## src/rtl/adder_pkg.sv

```systemverilog
// Shared constants and configuration helpers for the pipelined adder.
// Holds the default operand/slice widths and the stage-count derivation.
package adder_pkg;

   localparam int DEF_WIDTH = 16;
   localparam int DEF_CHUNK = 4;

   function automatic int calcStages(input int width, input int chunk);
      return width / chunk;
   endfunction

   // A split is usable only if every stage gets a full, non-empty slice.
   function automatic bit isLegalSplit(input int width, input int chunk);
      return (chunk > 0) && (width >= 4) && ((width % chunk) == 0);
   endfunction

endpackage

```

## src/rtl/adder_slice.sv

```systemverilog
// Combinational CHUNK-bit adder with carry-in and carry-out; one per pipeline stage.
module adder_slice
   import adder_pkg::*;
#(
   parameter int CHUNK = DEF_CHUNK
) (
   input  logic [CHUNK-1:0] a,
   input  logic [CHUNK-1:0] b,
   input  logic             carryIn,
   output logic [CHUNK-1:0] sum,
   output logic             carryOut
);

   logic [CHUNK:0] total;

   assign total    = {1'b0, a} + {1'b0, b} + {{CHUNK{1'b0}}, carryIn};
   assign sum      = total[CHUNK-1:0];
   assign carryOut = total[CHUNK];

endmodule

```

## src/rtl/pipe_adder.sv

```systemverilog
// Pipelined ripple-carry adder: each stage adds one CHUNK-bit slice behind a valid/ready stall chain.
// Defining PIPE_ADDER_OVF_EN adds the registered signed-overflow output ovf.
module pipe_adder
   import adder_pkg::*;
#(
   parameter int WIDTH = DEF_WIDTH,
   parameter int CHUNK = DEF_CHUNK
) (
   input  logic             clk,
   input  logic             rst,
   input  logic             in_valid,
   output logic             in_ready,
   input  logic [WIDTH-1:0] a,
   input  logic [WIDTH-1:0] b,
   input  logic             cin,
   output logic             out_valid,
   input  logic             out_ready,
   output logic [WIDTH-1:0] sum,
   output logic             cout
`ifdef PIPE_ADDER_OVF_EN
   ,
   output logic             ovf
`endif
);

   localparam int STAGES = calcStages(WIDTH, CHUNK);
   localparam int LAST   = STAGES - 1;

   if (!isLegalSplit(WIDTH, CHUNK)) begin : gBadCfg
      $error("pipe_adder: WIDTH must be >= 4 and a multiple of CHUNK");
   end

   genvar gi;
   for (gi = 0; gi < STAGES; gi++) begin : stg
      localparam int DONE = (gi + 1) * CHUNK;

      logic [CHUNK-1:0] sliceA;
      logic [CHUNK-1:0] sliceB;
      logic [CHUNK-1:0] sliceSum;
      logic             carryIn;
      logic             carryOut;
      logic [DONE-1:0]  sumNext;
      logic [DONE-1:0]  sumReg;
      logic             carryReg;
      logic             validReg;
      logic             load;
      logic             drain;

      if (gi == 0) begin : gSrc
         assign sliceA  = a[CHUNK-1:0];
         assign sliceB  = b[CHUNK-1:0];
         assign carryIn = cin;
         assign sumNext = sliceSum;
         assign load    = in_valid && in_ready;
      end else begin : gSrc
         assign sliceA  = stg[gi-1].gFwd.aRem[CHUNK-1:0];
         assign sliceB  = stg[gi-1].gFwd.bRem[CHUNK-1:0];
         assign carryIn = stg[gi-1].carryReg;
         assign sumNext = {sliceSum, stg[gi-1].sumReg};
         assign load    = stg[gi-1].validReg && (!validReg || drain);
      end

      // A stage empties when its content moves on: into the next stage, or out of the block.
      if (gi == LAST) begin : gSink
         assign drain = validReg && out_ready;
      end else begin : gSink
         assign drain = stg[gi+1].load;
      end

      adder_slice #(
         .CHUNK(CHUNK)
      ) uSlice (
         .a        (sliceA),
         .b        (sliceB),
         .carryIn  (carryIn),
         .sum      (sliceSum),
         .carryOut (carryOut)
      );

      always_ff @(posedge clk) begin
         if (rst) begin
            validReg <= 1'b0;
            sumReg   <= '0;
            carryReg <= 1'b0;
         end else if (load) begin
            validReg <= 1'b1;
            sumReg   <= sumNext;
            carryReg <= carryOut;
         end else if (drain) begin
            validReg <= 1'b0;
         end
      end

      // Unconsumed operand bits shrink by one slice per stage; the last stage needs none.
      if (gi < LAST) begin : gFwd
         localparam int REM = WIDTH - DONE;

         logic [REM-1:0] aRem;
         logic [REM-1:0] bRem;
         logic [REM-1:0] aRemNext;
         logic [REM-1:0] bRemNext;

         if (gi == 0) begin : gPick
            assign aRemNext = a[WIDTH-1:DONE];
            assign bRemNext = b[WIDTH-1:DONE];
         end else begin : gPick
            assign aRemNext = stg[gi-1].gFwd.aRem[REM+CHUNK-1:CHUNK];
            assign bRemNext = stg[gi-1].gFwd.bRem[REM+CHUNK-1:CHUNK];
         end

         always_ff @(posedge clk) begin
            if (rst) begin
               aRem <= '0;
               bRem <= '0;
            end else if (load) begin
               aRem <= aRemNext;
               bRem <= bRemNext;
            end
         end
      end
   end

   assign in_ready  = !stg[0].validReg || stg[0].drain;
   assign out_valid = stg[LAST].validReg;
   assign sum       = stg[LAST].sumReg;
   assign cout      = stg[LAST].carryReg;

`ifdef PIPE_ADDER_OVF_EN
   logic ovfReg;

   // The top slice carries the operand MSBs, so overflow is judged where that slice is added.
   always_ff @(posedge clk) begin
      if (rst) begin
         ovfReg <= 1'b0;
      end else if (stg[LAST].load) begin
         ovfReg <= (stg[LAST].sliceA[CHUNK-1] == stg[LAST].sliceB[CHUNK-1]) &&
                   (stg[LAST].sliceSum[CHUNK-1] != stg[LAST].sliceA[CHUNK-1]);
      end
   end

   assign ovf = ovfReg;
`endif

endmodule

```

## config.mk

```make
export PLATFORM = sky130hd
export DESIGN_NAME = pipe_adder
export DESIGN_NICKNAME = d
export VERILOG_FILES = /design/src/rtl/adder_pkg.sv /design/src/rtl/adder_slice.sv /design/src/rtl/pipe_adder.sv
export SDC_FILE = /design/constraint.sdc
export NUM_CORES = 1
export LEC_CHECK = 0
export CORE_MARGIN = 2
export CORE_UTILIZATION = 43
export CTS_CLUSTER_SIZE = 25
export DETAILED_ROUTE_END_ITERATION = 16
export HOLD_SLACK_MARGIN = 0.05
export PLACE_DENSITY = 0.7
export RECOVER_POWER = 25
export REMOVE_ABC_BUFFERS = 1
export SLEW_MARGIN = 0
export SYNTH_ARGS = -nofsm -noshare
export SYNTH_HDL_FRONTEND = slang
export SYNTH_SLANG_ARGS = --single-unit
```

## constraint.sdc

```tcl
create_clock -name clk -period 3.45 [get_ports clk]
set_clock_uncertainty 0.2 [all_clocks]
set_input_delay 0.8625 -clock clk [delete_from_list [all_inputs] [get_ports clk]]
set_output_delay 0.8625 -clock clk [all_outputs]
set_load 0.02 [all_outputs]
```

**Word-level counts from Yosys, hierarchy flattened**

Index checks and enable logic that the tools add are counted.

- Add/subtract/negate cells: 8
- Mux-type cells: 8
- Reductions and logical operators: 17

Operators by type and width:

| kind | number |
|---|---|
| adder 4 x 4 -> 5 bit | 4 |
| adder 5 x 1 -> 5 bit | 4 |
| 2-to-1 mux 1 bit | 8 |
| nonzero test 2 bit | 4 |
| logical AND 1 bit | 5 |
| logical NOT 1 bit | 4 |
| logical OR 1 bit | 4 |

- Flip-flop bits (word level): 96
- Logic and storage cells: 51

**Depth between registers and ports, before layout**

- Depth after elaboration: 10
- Mapped depth: 7
- Mapped depth without buffers: 7

**Cells and area by module**

A second synthesis with hierarchy kept.

- Cell total of the unflattened synthesis: 549
- Area total of the unflattened synthesis: 5082.4 um^2

By module, submodules not included:

| module | instances | cells an instance | area an instance (um^2) |
|---|---|---|---|
| pipe_adder | 1 | 485 | 4506.8 |
| adder_slice | 4 | 16 | 143.9 |

**Least setup slack after synthesis**

No wires, ideal clock.

- Path type: input-to-reg
- From: input port a[0]
- To: register stg[0].carryReg
- Arrival time: 2.129 ns
- Data required time: 3.129 ns
- Slack: 1.000 ns
- Stages: 5
- Buffers on the path: 0
- Path through: fa_1 -> fa_1 -> a21o_1 -> a211oi_1 -> nor3_1

- Longest elaborated chain between the ends: 2

Ends and longest elaborated chain:

| item | line | source |
|---|---|---|
| start: declaration | pipe_adder.sv:13 | `input logic [WIDTH-1:0] a,` |
| adder 4 x 4 -> 5 bit | adder_slice.sv:16 | `assign total = {1'b0, a} + {1'b0, b} + {{CHUNK{1'b0}}, carryIn};` |
| adder 5 x 1 -> 5 bit | adder_slice.sv:16 |  |
| end signal: assignment | pipe_adder.sv:88 | `carryReg <= carryOut;` |
| end: declaration | pipe_adder.sv:44 | `logic carryReg;` |

Every way passes these cells.
A chain may end at the register's enable or synchronous reset.

**Final worst setup path**

- From: input port out_ready
- To: output port in_ready

- Longest elaborated chain between the ends: 8

Ends and longest elaborated chain:

| item | line | source |
|---|---|---|
| start: declaration | pipe_adder.sv:17 | `input logic out_ready,` |
| logical AND 1 bit | pipe_adder.sv:65 | `assign drain = validReg && out_ready;` |
| logical OR 1 bit | pipe_adder.sv:60 | `assign load = stg[gi-1].validReg && (!validReg \|\| drain);` |
| logical AND 1 bit | pipe_adder.sv:60 |  |
| logical OR 1 bit | pipe_adder.sv:60 |  |
| logical AND 1 bit | pipe_adder.sv:60 |  |
| logical OR 1 bit | pipe_adder.sv:60 |  |
| logical AND 1 bit | pipe_adder.sv:60 |  |
| logical OR 1 bit | pipe_adder.sv:123 | `assign in_ready = !stg[0].validReg \|\| stg[0].drain;` |
| end: declaration | pipe_adder.sv:12 | `output logic in_ready,` |

Every way passes these cells.

==> impl_metrics.env <==
export IMPL_power_density_nw_per_um2=451
export IMPL_min_path_type="reg -> reg"
export IMPL_cp_startpoint="out_ready"
export IMPL_cp_common_cell="clkdlybuf4s50_1"
export IMPL_grt_pass1_wl_mm=13.0
export IMPL_ir_drop_uv=183
export IMPL_num_vias=3149
export IMPL_syn_area_per_cell_um2=8.43
export IMPL_finalWirelength_mm=7.76
export IMPL_worst_slew_pin_slew_ns=1.28
export IMPL_num_io_pins=56
export IMPL_crit_path_cell_trace="clkdlybuf4s50_1, and4b_4, nand2_1, clkdlybuf4s50_1"
export IMPL_crit_required_ns=2.39
export IMPL_cts_buffers_inserted=9
export IMPL_r2r_start="stg[2].validReg"
export IMPL_rows=34
export IMPL_yosysWarnings=0
export IMPL_die_w_um=99.8
export IMPL_drive_gt1_share_pct=7.50
export IMPL_gr_usage_met2_pct=30.1
export IMPL_fp_coreArea_um2=8810
export IMPL_syn_cell_area_um2=3950
export IMPL_fin_ws_ns=0.110
export IMPL_fp_dieArea_um2=9960
export IMPL_async_flop_share_pct=0
export IMPL_worstSetupStartpointType="primary input"
export IMPL_initial_utilization_pct=44.8
export IMPL_synth_edff_count=0
export IMPL_nets=573
export IMPL_grt_usage_pct=16.4
export IMPL_cts_root_buffer="clkbuf_8"
export IMPL_setup_tns_ns=0
export IMPL_ys_seq_elements=96
export IMPL_critPathSlowestCell="clkdlybuf4s50_1"
export IMPL_cap_violations=0
export IMPL_ys_flop_type="dfxtp_1"
export IMPL_dieHeight_um=99.8
export IMPL_min_period_ns=3.34
export IMPL_via_per_inst=5.01
export IMPL_place_hpwl_mm=5.44
export IMPL_grt_setup_unrepaired="false"
export IMPL_min_delay_start="stg[2].sumReg[7]"
export IMPL_critical_path_max_stage_delay_ns=0.54
export IMPL_grt_busiest_layer="met2"
export IMPL_cts_htree_levels=3
export IMPL_finalCritPeriodShare_pct=96.8
export IMPL_synthesis_instances=468
export IMPL_drc=0
export IMPL_grtUsageMet3_pct=3.48
export IMPL_grt_max_degree=33
export IMPL_initialDrtViolationCount=69
export IMPL_outcome="finished clean"
export IMPL_p_leak_nw=1.70
export IMPL_grt_pass1_vias=2971
export IMPL_io_buffers=55
export IMPL_grt_use_met1_pct=18.8
export IMPL_wl_per_cell_um=12.4
export IMPL_numClockSinks=96
export IMPL_cts_resized=0
export IMPL_ant_nets=0
export IMPL_antenna_found_initial=0
export IMPL_critPathArrivalTime_ns=2.28
export IMPL_grt_overflow=0
export IMPL_cts_clk_slew_worst_paths_ns=0.09
export IMPL_max_freq_mhz=299
export IMPL_final_hold_viol_count=0
export IMPL_ys_seq_area_share_pct=48.7
export IMPL_dpl_worst_slack_ns=0.0758
export IMPL_insertedDiodeCount=0
export IMPL_area_growth_pct=20.6
export IMPL_cts_tree="yes"
export IMPL_post_cts_buffers=0
export IMPL_setup_violations=0
export IMPL_synth_distinct_cells=36
export IMPL_slew_headroom_pct=14.6
export IMPL_place_congestion=0.741
export IMPL_crit_fanout=4
export IMPL_cts_buffer_depth=2
export IMPL_critical_path_class="in -> out"
export IMPL_cp_end_kind="output pin"
export IMPL_insertion_delay_ns=0.36
export IMPL_cts_hold_buf=0
export IMPL_drv_slew=0
export IMPL_first_pass_iters=6
kinds of logic after synthesis:
family                     count (synthesis)  share of synthesized area [%]
adders and majority gates                 20                           7.87
xor gates and xnor gates                   5                           1.11
and+or+nand+nor                          193                           20.2
DFF                                       96                           48.7
buffers and inverters                     45                           5.55
AOI/OAI and AO/OA                        109                           16.6
Yosys cell counts (all sizes together) (2+ instances only):
cell type / count / share of area, %
nor2: 11 / 1.2
a21oi: 86 / 12
a211oi: 8 / 1.5
xnor2: 4 / 0.89
a311o: 3 / 0.76
fa: 8 / 4.1
clkbuf: 3 / 0.29
nor2b: 6 / 0.95
nor4: 2 / 0.32
ha: 12 / 3.8
inv: 16 / 1.5
o21ai: 4 / 0.51
a21o: 4 / 0.76
and4: 2 / 0.44
nand2: 162 / 15
dfxtp: 96 / 49
nor3b: 2 / 0.38
buf: 26 / 3.7
nor3: 2 / 0.25
layout make-up:
cell class / instances / area [um2]
Sequential cell: 96 / 1920
Inverter: 16 / 60.1
Timing Repair Buffer: 66 / 623
Tap cell: 108 / 135
Clock inverter: 5 / 81.3
Multi-Input combinational cell: 327 / 1800
Clock buffer: 10 / 138
Fill cell: 843 / 4050
worst max-delay path: cells and delay by family:
kind | cells | cell delay, ns
buf+inv | 2 | 0.98
simple gates | 2 | 0.43
path summary, 6_finish.rpt:
kind | to | slack [ns] | cells after the start
setup / recovery | in_ready | 0.11 | 4
hold / removal | sum[7] | 0.25 | 2
setup reg to reg | stg[0].gFwd.aRem[0] | 1.07 | 5
hold reg to reg | sum[7] | 0.25 | 2
layout by cell type, fill, tap and decap left out, types with 2 or more instances in the layout:
| cell type | instances |
|---|---|
| a211oi_1 | 8 |
| a21o_1 | 4 |
| a21oi_1 | 75 |
| a21oi_2 | 11 |
| a311o_1 | 3 |
| and4_1 | 2 |
| buf_4 | 10 |
| bufinv_16 | 2 |
| clkbuf_1 | 2 |
| clkbuf_8 | 10 |
| clkdlybuf4s50_1 | 54 |
| dfxtp_1 | 96 |
| fa_1 | 8 |
| ha_1 | 12 |
| inv_1 | 16 |
| nand2_1 | 162 |
| nor2_1 | 11 |
| nor2b_1 | 6 |
| nor3_1 | 2 |
| nor3b_1 | 2 |
| nor4_1 | 2 |
| o21ai_0 | 4 |
| xnor2_1 | 4 |
report_power, final:
part	switching (W)	internal, W	total [W]
registers	0.0000199	0.00114	0.00116
clock network	0.000371	0.000424	0.000795
logic	0.000101	0.0000879	0.000189
total	0.000492	0.00165	0.00215
layer usage:
metal | vias to the layer above | wire [um] | share of wire [%]
li1 | 1624 | - | -
met1 | 1463 | 3430 | 44
met2 | 52 | 3920 | 50
met3 | 10 | 311 | 4.0
met4 | 0 | 103 | 1.3
met5 | - | 0 | 0
sequential cells by signal, indices dropped and copies added, names as in the netlist:
register       count
cout               1
out_valid          1
stg.carryReg       3
stg.gFwd.aRem     24
stg.gFwd.bRem     24
stg.sumReg        24
stg.validReg       3
sum               16
through the flow:
| stage | util [%] | power (W) | hold slack (ns) | cell area, um2 | std cells |
|---|---|---|---|---|---|
| after floorplan | - | 0.00128 | 0.226 | 3790 | 439 |
| after global placement | 51.7 | 0.00138 | 0.236 | 4560 | 613 |
| after detailed placement | 51.7 | 0.00138 | 0.244 | 4560 | 613 |
| after CTS | 54.2 | 0.00217 | 0.253 | 4770 | 628 |
| after global routing | 54.0 | 0.00225 | 0.265 | 4760 | 628 |
| final | 54.0 | 0.00215 | 0.249 | 4760 | 628 |
No activity file was read; power rests on OpenSTA's default activity.
